**config.mk**
```make
export PLATFORM = sky130hd
export DESIGN_NAME = jk_excite_driver_flat
export DESIGN_NICKNAME = d
export VERILOG_FILES = /design/src/rtl/jk_drv_pkg.sv /design/src/rtl/jk_excite_driver_if.sv /design/src/rtl/jk_excite_lut.sv /design/src/rtl/jk_excite_driver.sv /design/src/flat_wrapper.sv
export SDC_FILE = /design/constraint.sdc
export NUM_CORES = 1
export LEC_CHECK = 0
export CORE_MARGIN = 2
export CORE_UTILIZATION = 40
export CTS_BUF_LIST = sky130_fd_sc_hd__clkbuf_8
export DETAILED_ROUTE_END_ITERATION = 10
export PLACE_DENSITY = 0.66
export SLEW_MARGIN = 20
export SYNTH_ARGS = -nofsm -noshare
export SYNTH_HDL_FRONTEND = slang
export SYNTH_HIERARCHICAL = 1
export SYNTH_SLANG_ARGS = --single-unit
```
**constraint.sdc**
```tcl
create_clock -name clk -period 4.8 [get_ports clk]
set_clock_uncertainty 0.15 [all_clocks]
set_input_delay 0.96 -clock clk [delete_from_list [all_inputs] [get_ports clk]]
set_output_delay 0.96 -clock clk [all_outputs]
set_load 0.01 [all_outputs]
```
**src/rtl/jk_drv_pkg.sv**
```systemverilog
// Shared types and constants for the JK excitation driver: FSM state encoding
// and the {J,K} excitation codes.
package jk_drv_pkg;

  localparam logic [1:0] ST_INIT  = 2'd0;
  localparam logic [1:0] ST_IDLE  = 2'd1;
  localparam logic [1:0] ST_DRIVE = 2'd2;
  localparam logic [1:0] ST_CHECK = 2'd3;

  typedef enum logic [1:0] {
    INIT  = ST_INIT,
    IDLE  = ST_IDLE,
    DRIVE = ST_DRIVE,
    CHECK = ST_CHECK
  } state_t;

  // {J,K} codes; the toggle code 2'b11 is deliberately never produced
  localparam logic [1:0] EXC_HOLD  = 2'b00;
  localparam logic [1:0] EXC_SET   = 2'b10;
  localparam logic [1:0] EXC_RESET = 2'b01;

endpackage

```
**src/rtl/jk_excite_driver_if.sv**
```systemverilog
// Target-word valid/ready handshake into the JK excitation driver.
interface jk_excite_driver_if #(
  parameter int unsigned WIDTH = 4
);
  logic             tgt_valid;
  logic             tgt_ready;
  logic [WIDTH-1:0] tgt_data;

  modport master (output tgt_valid, output tgt_data, input tgt_ready);
  modport slave  (input tgt_valid, input tgt_data, output tgt_ready);
endinterface

```
**src/rtl/jk_excite_lut.sv**
```systemverilog
// Per-bit minimal JK excitation: (current q, target) -> (j, k), don't-cares as 0.
module jk_excite_lut
  import jk_drv_pkg::*;
(
  input  logic q,
  input  logic tgt,
  output logic j,
  output logic k
);
  always_comb begin
    {j, k} = EXC_HOLD;
    case ({q, tgt})
      2'b01:   {j, k} = EXC_SET;
      2'b10:   {j, k} = EXC_RESET;
      default: {j, k} = EXC_HOLD;
    endcase
  end
endmodule

```
**src/rtl/jk_excite_driver.sv**
```systemverilog
// Drives a bank of WIDTH JK flops through target states and checks the result.
// Optional macro JK_QN_CHECK_EN: also flag bits whose qn is not ~q.
module jk_excite_driver
  import jk_drv_pkg::*;
#(
  parameter int unsigned WIDTH      = 4,
  parameter int unsigned CLR_CYCLES = 2,
  parameter int unsigned CNT_W      = 8
) (
  input  logic                 clk,
  input  logic                 clr,
  jk_excite_driver_if.slave    tgt,
  output logic [WIDTH-1:0]     j,
  output logic [WIDTH-1:0]     k,
  output logic                 flop_clr_n,
  input  logic [WIDTH-1:0]     q,
  input  logic [WIDTH-1:0]     qn,
  output logic                 done,
  output logic [WIDTH-1:0]     miss_mask,
  output logic [CNT_W-1:0]     err_count,
  input  logic                 err_clr
);
  localparam int unsigned CLR_W = (CLR_CYCLES > 1) ? $clog2(CLR_CYCLES) : 1;
  localparam logic [CLR_W-1:0] CLR_LAST = CLR_W'(CLR_CYCLES - 1);

  state_t           state;
  logic [CLR_W-1:0] clr_cnt;
  logic [WIDTH-1:0] target;
  logic [WIDTH-1:0] j_nxt;
  logic [WIDTH-1:0] k_nxt;
  logic [WIDTH-1:0] miss;

  for (genvar i = 0; i < WIDTH; i++) begin : g_lut
    jk_excite_lut u_lut (
      .q   (q[i]),
      .tgt (tgt.tgt_data[i]),
      .j   (j_nxt[i]),
      .k   (k_nxt[i])
    );
  end

`ifdef JK_QN_CHECK_EN
  always_comb begin
    miss = (q ^ target) | ~(q ^ qn);
  end
`else
  logic unused_qn;
  assign unused_qn = ^qn;
  always_comb begin
    miss = q ^ target;
  end
`endif

  assign tgt.tgt_ready = (state == IDLE);

  always_ff @(posedge clk or posedge clr) begin
    if (clr) begin
      state      <= INIT;
      clr_cnt    <= '0;
      target     <= '0;
      j          <= '0;
      k          <= '0;
      flop_clr_n <= 1'b0;
      done       <= 1'b0;
      miss_mask  <= '0;
    end else begin
      done <= 1'b0;
      case (state)
        INIT: begin
          if (clr_cnt == CLR_LAST) begin
            flop_clr_n <= 1'b1;
            state      <= IDLE;
          end else begin
            clr_cnt <= clr_cnt + CLR_W'(1);
          end
        end
        IDLE: begin
          if (tgt.tgt_valid) begin
            target <= tgt.tgt_data;
            j      <= j_nxt;
            k      <= k_nxt;
            state  <= DRIVE;
          end
        end
        DRIVE: begin
          // bank samples j/k on this edge; return to hold for the check cycle
          j     <= '0;
          k     <= '0;
          state <= CHECK;
        end
        CHECK: begin
          miss_mask <= miss;
          done      <= 1'b1;
          state     <= IDLE;
        end
        default: state <= INIT;
      endcase
    end
  end

  always_ff @(posedge clk or posedge clr) begin
    if (clr) begin
      err_count <= '0;
    end else if (err_clr) begin
      err_count <= '0;
    end else if (state == CHECK && (|miss) && err_count != '1) begin
      err_count <= err_count + CNT_W'(1);
    end
  end
endmodule

```
**src/flat_wrapper.sv**
```systemverilog
// flat-port wrapper written by rule: the top's interface ports become plain ports
module jk_excite_driver_flat import jk_drv_pkg::*;
#(
  parameter int unsigned WIDTH      = 4,
  parameter int unsigned CLR_CYCLES = 2,
  parameter int unsigned CNT_W      = 8
)
  (clk, clr, j, k, flop_clr_n, q, qn, done, miss_mask, err_count, err_clr, tgt_tgt_valid, tgt_tgt_data, tgt_tgt_ready);
  jk_excite_driver_if #(.WIDTH(WIDTH)) tgt_i ();
  input  logic clk;
  input  logic clr;
  output logic [WIDTH-1:0] j;
  output logic [WIDTH-1:0] k;
  output logic flop_clr_n;
  input  logic [WIDTH-1:0] q;
  input  logic [WIDTH-1:0] qn;
  output logic done;
  output logic [WIDTH-1:0] miss_mask;
  output logic [CNT_W-1:0] err_count;
  input  logic err_clr;
  input wire logic [$bits(tgt_i.tgt_valid)-1:0] tgt_tgt_valid;
  input wire logic [$bits(tgt_i.tgt_data)-1:0] tgt_tgt_data;
  output wire logic [$bits(tgt_i.tgt_ready)-1:0] tgt_tgt_ready;
  assign tgt_i.tgt_valid = tgt_tgt_valid;
  assign tgt_i.tgt_data = tgt_tgt_data;
  assign tgt_tgt_ready = tgt_i.tgt_ready;
  jk_excite_driver #(.WIDTH(WIDTH), .CLR_CYCLES(CLR_CYCLES), .CNT_W(CNT_W)) u_core (.clk(clk), .clr(clr), .tgt(tgt_i), .j(j), .k(k), .flop_clr_n(flop_clr_n), .q(q), .qn(qn), .done(done), .miss_mask(miss_mask), .err_count(err_count), .err_clr(err_clr));
endmodule
```
==> results.cfg, run 1 <==
[outcome]
status = complete, no violations

[floorplan]
coreArea_um2 = 3610
die_area_um2 = 4210
rows = 22
start_util = 0.411
die-height_um = 64.9
io_pins = 39
die_w_um = 64.9

[critical_path]
rrSetupSlack_ns = 2.66
crit_chain = inv_1 -> ha_1 -> clkdlybuf4s50_1
r2r_cells = 6
cp-end-kind = output pin
regToRegEndpoint = u_core/state[1]
worstPathRequired_ns = 3.69
cp-endpoint = tgt_tgt_ready
cp_slowest_stage_delay_ns = 0.62
criticalPathCategory = reg -> out
cp_max_fo = 10
worstSetupStartpointType = flop
arrival_ns = 1.81
crit_slowest_cell = clkdlybuf4s50_1
critPathLaunch = u_core/state[1]
timing.rr.start = u_core/state[1]

[drt]
ant_nets = 0
via_per_inst = 5.18
post_drt_wl_per_cell_um = 13.7
first_pass_iters = 4
wirelength_um = 3170
via_count = 1196
drt-initial-drc-count = 64
drc_errors = 0

[min_path]
whs_path_depth = 1
min_path_type = reg -> reg

[finish]
stdcell_count = 231
final_cell_mix = clkdlybuf4s50_1 (34), dfrtp_1 (29), nand2_1 (15)
diodes = 0
final_area_um2 = 1960
area_growth_syn_to_layout_pct = 32.1
nets = 204
fill_cells = 342
final_common_cell = clkdlybuf4s50_1
drive_above_1_share = 0.126

[sta]
whs_ns = 0.303
worst_slew_pin_slew_ns = 0.616
slew_viol_final = 0
layout_min_cycle_time_ns = 2.92
setup_tns_ns = 0
slew-limit-headroom = 0.589
grt_setup_unrepaired = no
fmax_mhz = 343
hold_viol = 0
setup_violations = 0
timing.final.crit_share = 0.608

[place]
gp_congestion = 0.760
port-buffer-count = 34
dpl_cell_area_um2 = 1860
dp_hpwl_um = 2290
dpl.cell_count = 223

[global_route]
grt_use_met3 = 0.0486
grt_overflow = 0
top_usage_layer = met2
first_global_vias = 1198
antenna_found_initial = 0
use_met1 = 0.209
gr-usage-met2 = 0.276
grt_pass1_wl_um = 5430
grtUsageTotal = 0.169
grt_start_max_net_pins = 30

[clock_network]
numCtsBuffers = 5
hold_buffers = 0
max-clock-path-buffers = 2
cts_resized = 0
htreeDepth = 2
cts_setup_buffers = 0
clock-root-buffer = clkbuf_8
cts_tree = done
cts_sinks = 29
cts.clk_slew.worst_paths_ns = 0.06
clkLatencyLatePin_ns = 0.27

[synthesis]
synth_area_per_cell_um2 = 10.1
synth_nets = 168
synth_xor_area_frac = 0.0236
synthMuxAreaShare = 0.0667
synth_top_family_by_area = simple AND/OR/NAND/NOR gates
ys_types = 29
synth_fa_ha_area_frac = 0.0507
synth_compound_area_frac = 0.117
yosys-top-cells-area = dfrtp_1 (49%), nor2b_1 (5.9%), mux2_2 (5.3%), ha_1 (5.1%), a21oi_1 (4.7%)
synthCells = 146
synth_top_area_cell = dfrtp_1
yosys_warnings = 6
synth_seq_cells = 29
synth_area_um2 = 1480
synth-simple-area-share = 0.219
synth-seq-area-share = 0.490
synth_top_area_frac = 0.490

[pwr]
p_per_area_nw_per_um2 = 497
max-vdd-ir-drop_mv = 0.213
total_power_mw = 0.972
leakagePower_nw = 0.812

[run]
drv_cap = 0
==> synth_stat cells <==
master,number
nor2_1,9
dfrtp_1,29
o221a_2,1
clkbuf_1,4
a32o_1,2
mux2i_1,2
mux2_2,7
a21o_1,1
nor3b_1,1
and2_1,1
o21bai_1,1
nand3_1,2
nor4b_1,1
nand4_1,2
or4_1,4
or2_2,1
buf_6,1
xnor2_1,4
o31ai_1,3
nor2b_1,14
nor4_1,2
or3_1,1
o21ai_0,7
inv_1,6
a21oi_1,14
ha_1,6
and4_4,1
nand2_1,15
and2b_2,4
==> critical path, delay by kind of cell, from the launching register on <==
kind	cells	cell delay [ns]
flip-flops	1	0.40
adder cells (fa/ha/maj)	1	0.39
buffers and inverters	2	0.74
==> how the worst min path moves through the flow <==
stage                           start                 to  slack [ns]
CTS                 u_core/flop_clr_n  u_core/flop_clr_n        0.31
floorplan              u_core/clr_cnt     u_core/clr_cnt        0.31
global placement    u_core/flop_clr_n  u_core/flop_clr_n        0.29
detailed placement  u_core/flop_clr_n  u_core/flop_clr_n        0.30
global route        u_core/flop_clr_n  u_core/flop_clr_n        0.33
finish              u_core/flop_clr_n  u_core/flop_clr_n        0.30
==> where the power goes <==
part	internal, mW	total, mW	leakage [nW]	switching (mW)
registers	0.315	0.366	0.363	0.0507
clock network	0.129	0.218	0.0542	0.0885
logic	0.195	0.388	0.395	0.193
total	0.640	0.972	0.812	0.332
==> per-stage QoR <==
stage          utilization  setup slack, ns
3_3_place_gp         0.515             2.00
5_1_grt              0.543             1.78
2_1_floorplan            -             2.47
6_report             0.543             1.88
3_5_place_dp         0.515             1.97
4_1_cts              0.543             1.85
==> per-layer routing <==
layer / routed length (um) / vias up
li1: - / 577
met1: 1450 / 592
met2: 1580 / 25
met3: 114 / 2
met4: 27 / 0
met5: 0 / -
==> state kept, by name, indices dropped and copies added, names as in the netlist <==
| signal | count |
|---|---|
| u_core/err_count | 8 |
| u_core/j | 4 |
| u_core/k | 4 |
| u_core/miss_mask | 4 |
| u_core/target | 4 |
| u_core/state | 2 |
| u_core/clr_cnt | 1 |
| u_core/done | 1 |
| u_core/flop_clr_n | 1 |
==> logic make-up (layout without fill, tap and decap cells) <==
kind of cell,count (synthesis),count (layout)
AND/OR/NAND/NOR,58,58
AO/OA/AOI/OAI,29,29
flip-flops,29,29
buffers and inverters,11,48
multiplexers,9,9
adder cells (fa/ha/maj),6,6
XOR/XNOR,4,4
==> area by class of cell <==
| cell class | count | area, um^2 | share of cell area |
|---|---|---|---|
| sequential | 29 | 726 | 0.371 |
| multi-input combinational | 106 | 707 | 0.361 |
| timing repair buffer | 34 | 340 | 0.174 |
| clock buffer | 7 | 96.3 | 0.0492 |
| tap | 48 | 60.1 | 0.0307 |
| inverter | 6 | 22.5 | 0.0115 |
| clock inverter | 1 | 5.00 | 0.00256 |
No activity file was read; power rests on OpenSTA's default activity.
==> run 2, diff against run 1 <==
- PLACE_DENSITY: 0.66 -> 0.68
- clock period: 4.8 -> 2.4 ns (I/O delays scaled with it)
==> results.cfg, run 2 (synthesized netlist as in run 1, its figures left out) <==
[finish]
final_cell_mix = clkdlybuf4s50_1 (34), dfrtp_1 (29), nand2_1 (15)
drive_above_1_share = 0.138
nets = 209
final_common_cell = clkdlybuf4s50_1
diodes = 0
area_growth_syn_to_layout_pct = 35.6
regMostFlops = u_core/err_count
largest_reg_flops = 8

[critical_path]
arrival_ns = 1.65
cp_slowest_stage_delay_ns = 0.58
cp-end-kind = output pin
criticalPathCategory = reg -> out
worstPathRequired_ns = 1.77
crit_slowest_cell = clkdlybuf4s50_1
cp_max_fo = 5
crit_chain = inv_1 -> ha_1 -> clkdlybuf4s50_1
worstSetupStartpointType = flop

[sta]
layout_min_cycle_time_ns = 2.28
worst_slew_pin_slew_ns = 0.466
hold_viol = 0
grt_setup_unrepaired = no
setup_tns_ns = 0
slew_viol_final = 0
whs_ns = 0.303
slew-limit-headroom = 0.690
fmax_mhz = 438
setup_violations = 0
timing.final.crit_share = 0.951

[clock_network]
htreeDepth = 2
cts_setup_buffers = 0
clock-root-buffer = clkbuf_8
cts_tree = done
cts_resized = 0
clkLatencyLatePin_ns = 0.28
cts_sinks = 29
cts.clk_slew.worst_paths_ns = 0.06
max-clock-path-buffers = 2
hold_buffers = 0
numCtsBuffers = 5

[floorplan]
die_w_um = 64.9
rows = 22
io_pins = 39
die_area_um2 = 4210
die-height_um = 64.9
start_util = 0.411
coreArea_um2 = 3610

[drt]
drc_errors = 0
first_pass_iters = 4
via_per_inst = 5.13
post_drt_wl_per_cell_um = 13.2
via_count = 1210
wirelength_um = 3120
drt-initial-drc-count = 56
ant_nets = 0

[global_route]
antenna_found_initial = 0
use_met1 = 0.180
first_global_vias = 1234
grt_use_met3 = 0.0538
top_usage_layer = met2
grt_overflow = 0
grt_pass1_wl_um = 5330
gr-usage-met2 = 0.296
grtUsageTotal = 0.165
grt_start_max_net_pins = 30

[pwr]
leakagePower_nw = 0.847
p_per_area_nw_per_um2 = 1020
max-vdd-ir-drop_mv = 0.507

[min_path]
min_path_type = reg -> reg

[outcome]
status = complete, no violations

[place]
gp_congestion = 0.787
dp_hpwl_um = 2280
port-buffer-count = 34

[run]
drv_cap = 0
run 2: cell count changes in the layout (fill, tap and decap cells not counted):
cell	change
inv_1	+2
bufinv_16	+1
inv_2	-1
clkinv_2	-1
buf_4	+5
clkbuf_8	-1
run 2: layout make-up:
| cell class | count | area (um^2) |
|---|---|---|
| repair buffers | 39 | 378 |
| clock buffers | 6 | 82.6 |
| multi-input cells | 106 | 707 |
| clock inverters | 2 | 33.8 |
| fillers | 327 | 1600 |
| inverters | 6 | 22.5 |
| flip-flops and latches | 29 | 726 |
| well taps | 48 | 60.1 |
run 2: stage by stage:
step | utilization | power (mW) | setup WS [ns] | instance area, um^2 | instances
floorplan | - | 1.20 | 0.458 | 1480 | 146
global placement | 0.525 | 1.53 | 0.109 | 1890 | 228
detailed placement | 0.525 | 1.55 | 0.0603 | 1890 | 228
CTS | 0.557 | 2.07 | 0.0940 | 2010 | 236
global route | 0.557 | 2.20 | 0.00726 | 2010 | 236
finish | 0.557 | 2.05 | 0.117 | 2010 | 236
run 2: worst paths after layout:
path	startpoint	cells after the start	to	slack (ns)
worst max register to register	u_core/state[1]	5	u_core/target[3]	0.34
worst max-delay path	u_core/state[1]	3	tgt_tgt_ready	0.12
max in group asynchronous	clr	3	u_core/err_count[5]	1.39
min in group asynchronous	clr	3	u_core/done	0.44
worst min-delay path	u_core/flop_clr_n	1	u_core/flop_clr_n	0.30
worst min register to register	u_core/flop_clr_n	1	u_core/flop_clr_n	0.30
run 2: worst max-delay path, delay by kind of cell, from the launching register on:
kind,cells,cell delay (ns)
flip-flops,1,0.40
buffers and inverters,2,0.70
adder cells (fa/ha/maj),1,0.28
run 2: where the power goes:
part | internal (mW) | switching, mW
clock network | 0.333 | 0.172
registers | 0.631 | 0.0989
logic | 0.427 | 0.383
run 2: layer usage:
metal / wire [um] / vias to the layer above / share of wire
li1: - / 589 / -
met1: 1350 / 583 / 0.43
met2: 1570 / 34 / 0.50
met3: 161 / 4 / 0.052
met4: 34 / 0 / 0.011
met5: 0 / - / 0
